File: config.mk
export PLATFORM = sky130hd
export DESIGN_NAME = sync_frame_tx
export DESIGN_NICKNAME = d
export VERILOG_FILES = /design/src/rtl/seq_pkg.sv /design/src/rtl/bit_stuff_ctrl.sv /design/src/rtl/sync_frame_tx.sv
export SDC_FILE = /design/constraint.sdc
export NUM_CORES = 1
export LEC_CHECK = 0
export ABC_AREA = 1
export CORE_MARGIN = 5
export CORE_UTILIZATION = 35
export CTS_BUF_LIST = sky130_fd_sc_hd__clkbuf_2
export CTS_CLUSTER_DIAMETER = 100
export CTS_CLUSTER_SIZE = 16
export DETAILED_ROUTE_END_ITERATION = 12
export DONT_BUFFER_PORTS = 1
export GPL_ROUTABILITY_DRIVEN = 0
export GPL_TIMING_DRIVEN = 1
export HOLD_SLACK_MARGIN = 0.06
export SYNTH_ARGS = -nofsm -noshare
export SYNTH_HDL_FRONTEND = slang
export SYNTH_HIERARCHICAL = 1
export SYNTH_SLANG_ARGS = --single-unit
File: constraint.sdc
create_clock -name clk -period 1.8 [get_ports clk]
set_clock_uncertainty 0.05 [all_clocks]
set_input_delay 0.36 -clock clk [delete_from_list [all_inputs] [get_ports clk]]
set_output_delay 0.36 -clock clk [all_outputs]
set_load 0.02 [all_outputs]
File: src/rtl/seq_pkg.sv
// -----------------------------------------------------------------------------
// seq_pkg
// Shared constants and types for the 11011 sync-pattern family: the default
// sync pattern, the bit-stuff trigger that precedes a would-be sync match,
// the frame transmitter state encoding and a counter-width helper.
// -----------------------------------------------------------------------------
package seq_pkg;

  // Default sync pattern, transmitted MSB-first.
  localparam int                   SYNC_LEN     = 5;
  localparam logic [SYNC_LEN-1:0]  SYNC_PATTERN = 5'b11011;

  // Line history depth and the history value after which a 1 would complete
  // the sync pattern. A 0 is forced onto the line when the history matches.
  localparam int                   HIST_W       = 4;
  localparam logic [HIST_W-1:0]    STUFF_TRIG   = 4'b1101;

  // Transmitter phase. The state names describe what is on the line.
  typedef enum logic [1:0] {
    ST_IDLE  = 2'b00,
    ST_SYNC  = 2'b01,
    ST_DATA  = 2'b10,
    ST_GUARD = 2'b11
  } state_t;

  // Recovery target for an unexpected state value.
  localparam state_t STATE_DEFAULT = ST_IDLE;

  // Width of a counter that must hold values 0..n (at least 1 bit).
  function automatic int cnt_width(input int n);
    return (n < 1) ? 1 : $clog2(n + 1);
  endfunction

endpackage

File: src/rtl/bit_stuff_ctrl.sv
// -----------------------------------------------------------------------------
// bit_stuff_ctrl
// Keeps the last HIST_W bits driven onto the serial line and flags when the
// next line bit must be a stuffed 0 so the sync pattern cannot form.
//
// Ports:
//   clk        rising-edge clock
//   rst        asynchronous active-low reset (clears the history)
//   bit_in     bit being placed on the line at the next clock edge
//   valid_in   bit_in is a real line bit (sync, payload or stuffed)
//   clear      empty the history (frame boundary); wins over valid_in
//   stuff_now  history currently equals STUFF_TRIG
// -----------------------------------------------------------------------------
module bit_stuff_ctrl
  import seq_pkg::*;
(
  input  logic clk,
  input  logic rst,
  input  logic bit_in,
  input  logic valid_in,
  input  logic clear,
  output logic stuff_now
);

  logic [HIST_W-1:0] hist_q;
  logic [HIST_W-1:0] hist_d;

  always_comb begin
    hist_d = hist_q;
    if (clear) begin
      hist_d = '0;
    end else if (valid_in) begin
      hist_d = {hist_q[HIST_W-2:0], bit_in};
    end
  end

  always_ff @(posedge clk or negedge rst) begin
    if (!rst) begin
      hist_q <= '0;
    end else begin
      hist_q <= hist_d;
    end
  end

  // hist_q includes the bit currently on the line, so this decides the
  // next line bit.
  assign stuff_now = (hist_q == STUFF_TRIG);

endmodule

File: src/rtl/sync_frame_tx.sv
// -----------------------------------------------------------------------------
// sync_frame_tx
// Serial frame transmitter. On an accepted start it sends the sync pattern
// MSB-first, then the captured payload MSB-first with bit stuffing so the
// sync pattern never reappears inside the frame, then GUARD_BITS idle zeros.
//
// Ports:
//   clk         rising-edge clock
//   rst         asynchronous active-low reset, aborts any frame
//   start       frame request, only sampled while ready=1
//   data_in     payload, captured on the accepted start
//   ready       high while idle
//   tx_out      registered serial line
//   tx_valid    high while a sync, payload or stuffed bit is on tx_out
//   sync_phase  high while a sync bit is on tx_out
//   done        one-cycle pulse with the last payload bit on tx_out
// -----------------------------------------------------------------------------
module sync_frame_tx
  import seq_pkg::*;
#(
  parameter int                 DATA_W     = 8,
  parameter int                 SYNC_W     = SYNC_LEN,
  parameter logic [SYNC_W-1:0]  SYNC       = SYNC_PATTERN,
  parameter int                 GUARD_BITS = 2
) (
  input  logic              clk,
  input  logic              rst,
  input  logic              start,
  input  logic [DATA_W-1:0] data_in,
  output logic              ready,
  output logic              tx_out,
  output logic              tx_valid,
  output logic              sync_phase,
  output logic              done
);

  localparam int CW = cnt_width(DATA_W);
  localparam int SW = cnt_width(SYNC_W);
  localparam int GW = cnt_width(GUARD_BITS);

  // state_q names the phase of the bit currently on tx_out; the comb block
  // decides the next line bit and the registers present it after the edge.
  state_t             state_q,     state_d;
  logic [DATA_W-1:0]  shreg_q,     shreg_d;
  logic [SYNC_W-1:0]  sync_sr_q,   sync_sr_d;
  logic [SW-1:0]      sync_cnt_q,  sync_cnt_d;
  logic [CW-1:0]      bit_cnt_q,   bit_cnt_d;
  logic [GW-1:0]      guard_cnt_q, guard_cnt_d;
  logic               tx_q,        tx_d;
  logic               valid_q,     valid_d;
  logic               sphase_q,    sphase_d;
  logic               done_q,      done_d;
  logic               ready_q,     ready_d;

  logic               emit_data;
  logic               stuff_now;
  logic               hist_clear;

  always_comb begin
    state_d     = state_q;
    shreg_d     = shreg_q;
    sync_sr_d   = sync_sr_q;
    sync_cnt_d  = sync_cnt_q;
    bit_cnt_d   = bit_cnt_q;
    guard_cnt_d = guard_cnt_q;
    tx_d        = 1'b0;
    valid_d     = 1'b0;
    sphase_d    = 1'b0;
    done_d      = 1'b0;
    emit_data   = 1'b0;

    case (state_q)
      ST_IDLE: begin
        if (start) begin
          state_d     = ST_SYNC;
          shreg_d     = data_in;
          tx_d        = SYNC[SYNC_W-1];
          sync_sr_d   = SYNC << 1;
          sync_cnt_d  = SW'(1);
          bit_cnt_d   = '0;
          guard_cnt_d = '0;
          valid_d     = 1'b1;
          sphase_d    = 1'b1;
        end
      end

      ST_SYNC: begin
        if (sync_cnt_q != SW'(SYNC_W)) begin
          tx_d       = sync_sr_q[SYNC_W-1];
          sync_sr_d  = sync_sr_q << 1;
          sync_cnt_d = sync_cnt_q + 1'b1;
          valid_d    = 1'b1;
          sphase_d   = 1'b1;
        end else begin
          // Last sync bit is on the line; the next bit is payload (or stuff).
          state_d   = ST_DATA;
          emit_data = 1'b1;
        end
      end

      ST_DATA: begin
        emit_data = 1'b1;
      end

      ST_GUARD: begin
        if (guard_cnt_q != GW'(GUARD_BITS)) begin
          guard_cnt_d = guard_cnt_q + 1'b1;
        end else begin
          state_d = ST_IDLE;
        end
      end

      default: begin
        state_d = STATE_DEFAULT;
      end
    endcase

    if (emit_data) begin
      if (bit_cnt_q == CW'(DATA_W)) begin
        // The last payload bit is on the line. Stuffing is only decided ahead
        // of a payload bit, so a frame never ends with a stuffed bit.
        if (GUARD_BITS > 0) begin
          state_d     = ST_GUARD;
          guard_cnt_d = GW'(1);
        end else begin
          state_d = ST_IDLE;
        end
      end else if (stuff_now) begin
        // Forced 0; the payload bit waits for the next cycle.
        tx_d    = 1'b0;
        valid_d = 1'b1;
      end else begin
        tx_d      = shreg_q[DATA_W-1];
        shreg_d   = {shreg_q[DATA_W-2:0], 1'b0};
        bit_cnt_d = bit_cnt_q + 1'b1;
        valid_d   = 1'b1;
        done_d    = (bit_cnt_q == CW'(DATA_W - 1));
      end
    end
  end

  always_comb begin
    ready_d    = (state_d == ST_IDLE);
    // History restarts with every frame, so the sync/payload overlap is seen
    // only against bits of the same frame.
    hist_clear = (state_d == ST_IDLE);
  end

  bit_stuff_ctrl u_stuff (
    .clk       (clk),
    .rst       (rst),
    .bit_in    (tx_d),
    .valid_in  (valid_d),
    .clear     (hist_clear),
    .stuff_now (stuff_now)
  );

  always_ff @(posedge clk or negedge rst) begin
    if (!rst) begin
      state_q     <= ST_IDLE;
      shreg_q     <= '0;
      sync_sr_q   <= '0;
      sync_cnt_q  <= '0;
      bit_cnt_q   <= '0;
      guard_cnt_q <= '0;
      tx_q        <= 1'b0;
      valid_q     <= 1'b0;
      sphase_q    <= 1'b0;
      done_q      <= 1'b0;
      ready_q     <= 1'b1;
    end else begin
      state_q     <= state_d;
      shreg_q     <= shreg_d;
      sync_sr_q   <= sync_sr_d;
      sync_cnt_q  <= sync_cnt_d;
      bit_cnt_q   <= bit_cnt_d;
      guard_cnt_q <= guard_cnt_d;
      tx_q        <= tx_d;
      valid_q     <= valid_d;
      sphase_q    <= sphase_d;
      done_q      <= done_d;
      ready_q     <= ready_d;
    end
  end

  assign ready      = ready_q;
  assign tx_out     = tx_q;
  assign tx_valid   = valid_q;
  assign sync_phase = sphase_q;
  assign done       = done_q;

endmodule
==> impl_metrics.env, run 1 <==
export IMPL_status="finished, final reports clean"
export IMPL_cts_tree="built"
export IMPL_holdPathStages=4
export IMPL_muxShareOfSynthArea_pct=0.5544
export IMPL_core_area_um2=5075
export IMPL_worst_pin_slew_ns=0.2970
export IMPL_antenna_cells=0
export IMPL_synth_cells=235
export IMPL_p_sw_share_pct=42.96
export IMPL_slew_viol_final=0
export IMPL_yosys_area_share_adder_pct=6.930
export IMPL_clk_latency_ns=0.39
export IMPL_synth_seq_cells=32
export IMPL_hold_path_class="in -> reg"
export IMPL_maxCapViolCount=0
export IMPL_antenna_left=0
export IMPL_cts_root_buf="clkbuf_2"
export IMPL_grt_usage_pct=12.90
export IMPL_syn_to_final_growth_pct=17.81
export IMPL_synth_top_family_by_area="simple AND/OR/NAND/NOR gates"
export IMPL_critical_path_required_ns=2.02
export IMPL_end_kind="flop"
export IMPL_worst_setup_path_start_kind="flop"
export IMPL_yosys_area_share_simple_pct=35.14
export IMPL_finish_utilization_pct=41.91
export IMPL_route_detailed_drc=0
export IMPL_power_internal_mw=1.872
export IMPL_num_rows=26
export IMPL_dr_pass1_iters=4
export IMPL_seqPwrFrac_pct=36.5
export IMPL_reg2reg_depth=10
export IMPL_numPortBuffers=0
export IMPL_synth_warnings=6
export IMPL_fmax_ghz=0.5866
export IMPL_num_io_pins=16
export IMPL_synth_xor_area_share_pct=0.9702
export IMPL_syn_avg_cell_area_um2=7.683
export IMPL_syn_nets=256
export IMPL_fin_nets=274
export IMPL_r2r_slack_ns=0.1
export IMPL_syn_area_um2=1805
export IMPL_grt_overflow=0
export IMPL_irDropWorstVdd_v=0.0006169
export IMPL_synth_compound_area_share_pct=3.812
export IMPL_hold_viol=0
export IMPL_reg2reg_from="state_q[1]$_DFF_PN0_"
export IMPL_min_period_over_period_pct=94.71
export IMPL_reg2reg_to="u_stuff/hist_q[2]$_DFFE_PN0P_"
export IMPL_p_per_area_nw_per_um2=1543
export IMPL_clk_path_buf_depth=2
export IMPL_via_per_inst=4.636
export IMPL_numCtsBuffers=5
export IMPL_p_switching_mw=1.410
export IMPL_die_area_um2=6695
export IMPL_grt_max_degree=33
export IMPL_grt_pass1_wl_um=6548
export IMPL_wl_per_cell_um=11.73
export IMPL_slew_headroom_pct=80.16
export IMPL_period_needed_ns=1.705
export IMPL_layout_drive_gt1_share_pct=17.72
export IMPL_die_width_um=81.82
export IMPL_drt_iter0_markers=79
export IMPL_final_cell_mix="nand2_1 (97), dfrtp_1 (31), inv_1 (20)"
export IMPL_yosys_cell_types_count=26
export IMPL_wl_um=3800
export IMPL_dpl_cell_area_um2=1946
export IMPL_setup_viol=0
export IMPL_criticalPathCategory="reg -> reg"
export IMPL_yosysSeqAreaShare_pct=44.42
export IMPL_leakagePower_nw=1.110
export IMPL_start_util_pct=35.58
export IMPL_die_height_um=81.82
export IMPL_cts_sinks=32
export IMPL_fin_area_um2=2127
export IMPL_p_comb_share_pct=48.2
export IMPL_arrival_ns=1.92
export IMPL_clock_power_share_pct=15.3
export IMPL_vias=1502
export IMPL_endpoint="u_stuff/hist_q[2]$_DFFE_PN0P_"
export IMPL_dp_hpwl_um=2648
export IMPL_critPathMaxFanout=4
export IMPL_grt_pass1_vias=1460
export IMPL_startpoint="state_q[1]$_DFF_PN0_"
export IMPL_htree_num_levels=2
export IMPL_antenna_found_initial=0
export IMPL_clk_pin_slew_ns=0.20
export IMPL_final_common_cell="nand2_1"
[sequential cells by signal, summed over array words and instances, names as in the netlist]
signal,count
sync_phase,1
bit_cnt_q,4
shreg_q,8
guard_cnt_q,2
u_stuff/hist_q,4
sync_sr_q,4
sync_cnt_q,3
ready,1
tx_out,1
done,1
state_q,2
tx_valid,1
[synth_stat cells, drive strengths merged]
master,instances,area (um^2)
o21ai,6,30.03
mux2i,1,10.01
buf,6,50.04
a21oi,3,18.77
dfstp,1,26.28
nand4,10,68.81
nor2,17,73.82
o22ai,2,12.51
xnor2,1,8.760
inv,26,97.59
nand2,99,374.1
nand3,20,117.6
dfrtp,31,775.7
ha,10,125.1
a22oi,1,7.510
xor2,1,8.760
[power by group through the flow]
stage               registers [mW]  clock network (mW)  logic (mW)
finish                        1.20               0.501        1.58
floorplan                     1.18                   0       0.998
global placement              1.20                   0        1.32
CTS                           1.19               0.525        1.39
global route                  1.23               0.540        1.80
detailed placement            1.21                   0        1.34
[how the worst min path moves through the flow]
stage / endpoint / startpoint
3_3_place_gp: sync_cnt_q[0]$_DFFE_PN0P_ / rst
5_1_grt: shreg_q[6]$_DFF_PN0_ / data_in[6]
6_report: shreg_q[5]$_DFF_PN0_ / data_in[5]
2_1_floorplan: bit_cnt_q[0]$_DFF_PN0_ / rst
3_5_place_dp: sync_cnt_q[1]$_DFFE_PN0P_ / rst
4_1_cts: shreg_q[5]$_DFF_PN0_ / data_in[5]
[worst max-delay path, cell delays in order (launching register included)]
cell,delay [ns]
dfrtp_1,0.47
inv_2,0.11
ha_4,0.21
inv_1,0.15
a21oi_4,0.06
nand2_1,0.10
nand2_2,0.08
nor2_4,0.16
inv_2,0.07
nand3_1,0.06
nand2_1,0.06
[through the flow]
| stage | setup WS (ns) | TNS, ns | hold slack [ns] | total power [mW] | cells |
|---|---|---|---|---|---|
| 2_1_floorplan | 0.1726 | 0 | 0.01441 | 2.175 | 235 |
| 3_5_place_dp | 0.009183 | 0 | 0.01519 | 2.553 | 311 |
| 3_3_place_gp | -0.005329 | -0.01776 | 0.01535 | 2.528 | 311 |
| 6_report | 0.09519 | 0 | 0.1089 | 3.281 | 324 |
| 4_1_cts | 0.01613 | 0 | 0.08331 | 3.106 | 321 |
| 5_1_grt | -0.03376 | -0.06148 | 0.1040 | 3.573 | 324 |
[kinds of logic after synthesis]
kind of cell | after synthesis
buffers and inverters | 32
AOI/OAI and AO/OA | 12
adders and majority gates | 10
DFF | 32
and+or+nand+nor | 146
xor gates and xnor gates | 2
muxes | 1
[what timing repair did]
item,4_1_cts,5_1_grt
buffers inserted,0,3
pin swaps,0,5
setup endpoints to repair,4,9
endpoints found under the hold margin,32,0
gates resized for setup,2,14
hold buffers,2,0
[routing by layer]
layer	GRT usage, %	routed length, um	share of wire, %	vias up
li1	-	-	-	783
met1	16.61	1836	48	678
met2	20.44	1740	46	34
met3	3.070	142	3.7	7
met4	5.814	80	2.1	0
met5	0	0	0	-
[cell type report]
class | instances | area [um^2]
fill | 529 | 2948
multi-input combinational | 171 | 913.4
sequential | 32 | 802.0
timing repair buffer | 17 | 158.9
inverter | 26 | 97.59
tap | 70 | 87.58
clock inverter | 3 | 42.54
clock buffer | 5 | 25.02
(Power assumes the default switching activity.)
==> run 2, diff against run 1 <==
Settings changed: SLEW_MARGIN from default to 20.
==> results of run 2 <==
The final DEF is identical to that of run 1; final timing and power are the same.
